$ cat config.mk
export PLATFORM = sky130hd
export DESIGN_NAME = phase_readout
export DESIGN_NICKNAME = d
export VERILOG_FILES = /design/src/rtl/phase_readout.sv
export SDC_FILE = /design/constraint.sdc
export NUM_CORES = 1
export LEC_CHECK = 0
export CAP_MARGIN = 30
export CORE_AREA = 2 2 104 106
export DETAILED_ROUTE_END_ITERATION = 10
export DIE_AREA = 0 0 106 108
export PLACE_DENSITY = 0.88
export RECOVER_POWER = 100
export SETUP_SLACK_MARGIN = 0.02
export SYNTH_ARGS = -nofsm -noshare
export SYNTH_HDL_FRONTEND = slang
export SYNTH_SLANG_ARGS = --single-unit
$ cat constraint.sdc
create_clock -name i_clk -period 6.4 [get_ports i_clk]
set_input_delay 1.92 -clock i_clk [delete_from_list [all_inputs] [get_ports i_clk]]
set_output_delay 1.92 -clock i_clk [all_outputs]
set_load 0.01 [all_outputs]
$ cat src/rtl/phase_readout.sv
// phase_readout
//   Sweeps the sample block's phase read port, compares each counter with a
//   cutoff captured at start, packs one spin bit per counter into 32-bit
//   words and streams them out over valid/ready. Popcount of the sweep is
//   reported on o_ones_count.
//
//   state | meaning
//   IDLE  | waiting for i_start, rd_addr parked at BASE
//   READ  | one counter compared per cycle, bit written into the word
//   PUSH  | word offered on o_out_data until i_out_ready
//   DONE  | one-cycle o_done pulse, then back to IDLE
//
// Ports
//   i_clk, i_rst          clock, synchronous active-high reset
//   i_start               start a sweep (IDLE only)
//   i_counter_cutoff      threshold, captured on accepted start
//   o_rd_addr / i_phase   phase read port (combinational return)
//   o_out_data/valid/last result word stream, i_out_ready backpressure
//   o_busy, o_done        sweep status
//   o_ones_count          spin bits equal to 1 in the last sweep

`ifndef PHASE_ADDR_BASE
`define PHASE_ADDR_BASE 32'h4000_0000
`endif

module phase_readout #(
    parameter int unsigned N    = 3,
    parameter logic [31:0] BASE = `PHASE_ADDR_BASE
) (
    input  logic        i_clk,
    input  logic        i_rst,
    input  logic        i_start,
    input  logic [31:0] i_counter_cutoff,
    output logic [31:0] o_rd_addr,
    input  logic [31:0] i_phase,
    output logic [31:0] o_out_data,
    output logic        o_out_valid,
    input  logic        i_out_ready,
    output logic        o_out_last,
    output logic        o_busy,
    output logic        o_done,
    output logic [10:0] o_ones_count
);

    typedef enum logic [1:0] {
        IDLE = 2'd0,
        READ = 2'd1,
        PUSH = 2'd2,
        DONE = 2'd3
    } state_t;

    state_t      r_state;
    state_t      w_state_nxt;
    logic [10:0] r_idx;
    logic [31:0] r_cutoff;
    logic [31:0] r_word;
    logic [10:0] r_ones;

    logic        w_bit;
    logic        w_idx_last;
    logic        w_word_end;

    assign w_bit      = (i_phase >= r_cutoff);
    assign w_idx_last = (r_idx == 11'(N - 1));
    assign w_word_end = (r_idx[4:0] == 5'd31) || w_idx_last;

    always_ff @(posedge i_clk) begin
        if (i_rst) begin
            r_state <= IDLE;
        end else begin
            r_state <= w_state_nxt;
        end
    end

    // Datapath. Word and popcount are only touched in READ, so out_data is
    // naturally held during PUSH stalls and ones_count holds after DONE.
    always_ff @(posedge i_clk) begin
        if (i_rst) begin
            r_idx    <= '0;
            r_cutoff <= '0;
            r_word   <= '0;
            r_ones   <= '0;
        end else begin
            case (r_state)
                IDLE: begin
                    if (i_start) begin
                        r_cutoff <= i_counter_cutoff;
                        r_idx    <= '0;
                        r_word   <= '0;
                        r_ones   <= '0;
                    end
                end
                READ: begin
                    r_word[r_idx[4:0]] <= w_bit;
                    r_ones             <= r_ones + 11'(w_bit);
                    if (!w_word_end) begin
                        r_idx <= r_idx + 11'd1;
                    end
                end
                PUSH: begin
                    if (i_out_ready && !w_idx_last) begin
                        r_word <= '0;
                        r_idx  <= r_idx + 11'd1;
                    end
                end
                default: ;
            endcase
        end
    end

    always_comb begin
        w_state_nxt = r_state;
        o_out_valid = 1'b0;
        o_out_last  = 1'b0;
        o_out_data  = '0;
        o_busy      = 1'b1;
        o_done      = 1'b0;
        // r_idx is frozen in PUSH/DONE, so the address holds its last value.
        o_rd_addr   = BASE + {19'd0, r_idx, 2'b00};
        case (r_state)
            IDLE: begin
                o_busy    = 1'b0;
                o_rd_addr = BASE;
                if (i_start) begin
                    w_state_nxt = READ;
                end
            end
            READ: begin
                if (w_word_end) begin
                    w_state_nxt = PUSH;
                end
            end
            PUSH: begin
                o_out_valid = 1'b1;
                o_out_data  = r_word;
                o_out_last  = w_idx_last;
                if (i_out_ready) begin
                    w_state_nxt = w_idx_last ? DONE : READ;
                end
            end
            DONE: begin
                o_done      = 1'b1;
                w_state_nxt = IDLE;
            end
            default: w_state_nxt = IDLE;
        endcase
    end

    assign o_ones_count = r_ones;

endmodule

# --- Word-level counts from Yosys, hierarchy flattened ---
# Index checks and enable logic that the tools add are counted.
word_totals:
  input_bits: 68
  out_inout_bits: 79
  ff_bits: 88
  wordCells: 55
classes:
  eq_ne: 10
  n_addsub: 3
  n_reduce_logical: 12
  muxes: 22
  magnitude_cmp: 3
ops:
  columns: ["operator", "n"]
  rows:
  - ["two-way mux 32 bit", 4]
  - ["case mux 32 bit (3 select lines)", 1]
  - ["two-way mux 11 bit", 3]
  - ["case mux 11 bit (3 select lines)", 1]
  - ["adder 31 x 13 -> 32 bit, first input constant", 1]
  - ["bitwise mux 32 bit", 1]
  - [">= comparator 32 bit", 1]
  - ["case mux 11 bit (2 select lines)", 1]
  - ["adder 11 x 1 -> 11 bit", 1]
  - ["adder 11 x 1 -> 11 bit, second input constant", 1]
  - ["== test 11 x 2 -> 1 bit, second input constant", 1]
  - ["!= test 2 bit, second input constant", 5]
  - ["two-way mux 2 bit", 4]
  - ["case mux 2 bit (4 select lines)", 1]
  - ["< comparator 5 x 6 -> 1 bit, second input constant", 1]
  - ["AND reduction 3 bit", 2]
  - ["demux 1 bit (select 5 bit)", 1]
  - ["== test 5 bit, second input constant", 1]
  - [">= comparator 5 x 1 -> 1 bit, second input constant", 1]
  - ["two-way mux 1 bit", 5]
  - ["== test 2 bit, second input constant", 2]
  - ["AND reduction 2 bit", 2]
  - ["AND reduction 4 bit", 1]
  - ["nonzero test 3 bit", 1]
  - ["other kinds (6)", 7]

# --- Logic depth before layout (Yosys ltp) ---
depth:
  word_depth: 6
  ltp_mapped: 14
  mapped_depth_nobuf: 13

# --- Least setup slack after synthesis ---
# OpenSTA, ideal clock, no wires.
synth_path:
  kind: "input-to-reg"
  from: "input i_phase[15]"
  to: "register r_ones[10], in the netlist o_ones_count[10]"
  stages: 12
  setup_ps: 70
  path_slack_ps: 1920
  t_arrival_ps: 4410
  required_ps: 6330
  path_buffers: 1
  cell_sequence: "ha_1 > nand4_1 > nor3_2 > or4b_1 > and3_1 > buf_6 > o21ai_0 > ha_1 > ha_1 > nand4b_1 > or3_1 > a21oi_1"
synth_via:
  elab_chain_len: 3
synth_lines:
  columns: ["item", "line_no", "rtl"]
  rows:
  - ["start, declared", "35", "input logic [31:0] i_phase,"]
  - [">= comparator 32 bit", "63", "assign w_bit = (i_phase >= r_cutoff);"]
  - ["adder 11 x 1 -> 11 bit", "95", "r_ones <= r_ones + 11'(w_bit);"]
  - ["case mux 11 bit (2 select lines)", "84", "case (r_state)"]
  - ["end signal, assigned", "95", null]
  - ["end, declared", "57", "logic [10:0] r_ones;"]
# No other way between the ends.
# A chain may end at the register's enable or synchronous reset.

# --- Worst setup path in the final report ---
# Same ends and word-level chain as after synthesis.

==> results_dict.tcl <==
set metrics [dict create \
    outcome "complete, but fails checks" \
    violations "capacitance limit, slew limit" \
    setup_tns_ns 0 \
    endpoint_kind "register" \
    grt_overflow_total 0 \
    synth-seq-cells 88 \
    die_h_um 108 \
    ys_warn_count 0 \
    hpwl_um 9710 \
    grt_pass1_wl_um 22100 \
    setup_viol 0 \
    seqPwrFrac 0.386 \
    hold_violations 0 \
    critPathKind "input pin to register" \
    clockBufferDepth 2 \
    grt_setup_unrepaired "no" \
    chipWidth_um 106 \
    cts-resized-gates 0 \
    post-route-util 0.652 \
    cap_violations 1 \
    cts_hold_buf 0 \
    clk_latency_ns 0.36 \
    intPower_w 0.000968 \
    antenna_found_initial 0 \
    p_clk_frac 0.208 \
    postSynth.asyncResetShare 0 \
    power_w 0.00161 \
    syn_inst 716 \
    grt_pass1_vias 4941 \
    wl_per_cell_um 14.4 \
    maxSlewViolCount 35 \
    track_usage 0.235 \
    fillers 862 \
    cts_buffers 9 \
    synth_area_um2 5390 \
    synth-edff-count 0 \
    wl_um 13600 \
    start_util 0.527 \
    synthToLayoutAreaGrowth_pct 23.8 \
    vias 5048 \
    ir_worst_vdd_uv 128 \
    worstMarginPinSlew_ns 1.55 \
    ys_seq_area_frac 0.327 \
    placedCellCount 934 \
    layout_worst_path_cycle_share 0.789 \
    cts_max_level 3 \
    max_clock_freq_ghz 0.198 \
    worstPathMaxFanout 8 \
    cp.required_ns 6.69 \
    fin_area_um2 6670 \
    yosysUniqueCellTypes 50 \
    core_region_area_um2 10200 \
    drive_above_1_share 0.0271 \
    min_path_type "register to register" \
    stdcell_count 948 \
    cts_tree "yes" \
    grt_max_degree 65 \
    p_per_area_nw_per_um2 242 \
    dr.pass1.iters 5 \
    power_switching_w 0.000647 \
    synth-main-ff-cell "dfxtp_1" \
    ant_nets 0 \
    cts_root_buffer "clkbuf_8" \
    dieArea_um2 11400 \
    postCtsSetupRepairBufs 0 \
    clock-skew-final_ns 0.0118 \
    switching_share 0.401 \
    route.detailed.drc 0 \
    min_path_cells 2 \
    cts_sinks 88 \
    portBuffers 125 \
    place_area_um2 6560 \
    rows 37 \
    relSlewSlack -0.0352 \
    vias_per_cell 5.32 \
    arrival_ns 5.34 \
    combPwrFrac 0.406 \
    r2r_cells 8 \
    pin_count 147 \
    antennaDiodeCount 0 \
    nets 921 \
    drtIter0Drc 227 \
    place_congestion 0.908 \
    clk_pin_slew_ns 0.08 \
    worst_setup_path_start_kind "input pin" \
    avgSynthCellArea_um2 7.53 \
    min_period_ns 5.05 \
    power_leakage_nw 2.52 \
]
stage by stage:
step           setup slack [ns]  hold slack [ns]
2_1_floorplan              1.92            0.436
3_3_place_gp               1.31            0.443
3_5_place_dp               1.18            0.447
4_1_cts                    1.54            0.458
5_1_grt                    1.16            0.480
6_report                   1.35            0.457
synthesized netlist by cell type (3+ instances only):
cell,n,area share
nor3b_1,7,0.0097
clkbuf_1,36,0.025
buf_1,3,0.0021
nor3_1,6,0.0056
o32ai_1,11,0.018
o21ai_0,26,0.024
or4_1,4,0.0056
nand4_1,6,0.0070
nor2b_1,28,0.032
nand2_1,129,0.090
nor2_1,38,0.026
xnor2_1,10,0.016
xor2_1,4,0.0065
ha_1,44,0.10
o21ai_2,8,0.013
and3_1,6,0.0070
or3b_2,4,0.0065
inv_1,53,0.037
nor4b_1,3,0.0049
nand3_1,6,0.0056
buf_4,21,0.029
a21oi_1,85,0.079
nor4_1,8,0.0093
nand2b_1,5,0.0058
dfxtp_1,88,0.33
and2_1,33,0.038
mux2i_1,3,0.0056
or3_1,8,0.0093
buf_6,3,0.0063
worst paths after layout:
| check | startpoint | endpoint | slack, ns |
|---|---|---|---|
| min | r_cutoff[21] | r_cutoff[21] | 0.46 |
| max | i_phase[15] | o_ones_count[10] | 1.35 |
| max reg2reg | r_idx[0] | r_word[8] | 2.75 |
| min reg2reg | r_cutoff[21] | r_cutoff[21] | 0.46 |
final cells by class:
cell class / instances / area, um^2 / area share
clock inverters: 1 / 5.00 / 0.000750
inverters: 53 / 199 / 0.0298
repair buffers: 128 / 1270 / 0.191
clock buffers: 13 / 149 / 0.0223
flip-flops and latches: 88 / 1760 / 0.264
multi-input cells: 529 / 3120 / 0.467
well taps: 136 / 170 / 0.0255
sequential cells by signal, indices dropped and copies added (netlist names):
signal / flops
o_ones_count: 11
r_word: 32
r_state: 2
r_idx: 11
r_cutoff: 32
placed cells by master (no fill, tap or decap), drive strengths merged, types with 33 or more instances in the layout:
cell / count
nand2: 129
clkdlybuf4s50: 88
dfxtp: 88
a21oi: 85
inv: 53
ha: 44
nor2: 38
dlygate4sd3: 36
o21ai: 34
and2: 33
power by group through the flow:
stage | registers (W) | logic (W) | clock network (W)
5_1_grt | 0.000629 | 0.000739 | 0.000366
3_5_place_dp | 0.000636 | 0.000662 | 0
2_1_floorplan | 0.000629 | 0.000501 | 0
3_3_place_gp | 0.000632 | 0.000629 | 0
6_report | 0.000623 | 0.000656 | 0.000336
4_1_cts | 0.000623 | 0.000665 | 0.000341
metal layers:
metal  vias to the layer above  global-route usage  part of all wire
met5                         -                   0                 0
met4                         0              0.0752             0.015
met3                        20              0.0440             0.054
met2                       170               0.422              0.48
met1                      2322               0.286              0.45
li1                       2536                   -                 -
worst max-delay path, stage by stage:
cell and delay (ns):
dlygate4sd3_1 0.55, ha_1 0.33, nand4_1 0.11, nor3_1 0.31, or4b_1 0.46, and3_1 0.29, o21ai_0 0.19, ha_1 0.18
ha_1 0.19, nand4b_1 0.23, or3_1 0.41, a21oi_1 0.15
cells by family (layout without fill, tap and decap cells):
group | Yosys count | count (layout) | share of synthesized area
and+or+nand+nor | 297 | 297 | 0.274
buffers and inverters | 118 | 195 | 0.101
xor gates and xnor gates | 14 | 14 | 0.0227
other | 2 | 21 | 0.00139
DFF | 88 | 88 | 0.327
adders and majority gates | 44 | 44 | 0.102
muxes | 3 | 3 | 0.00557
AOI/OAI and AO/OA | 150 | 150 | 0.166
(Power assumes the default switching activity.)
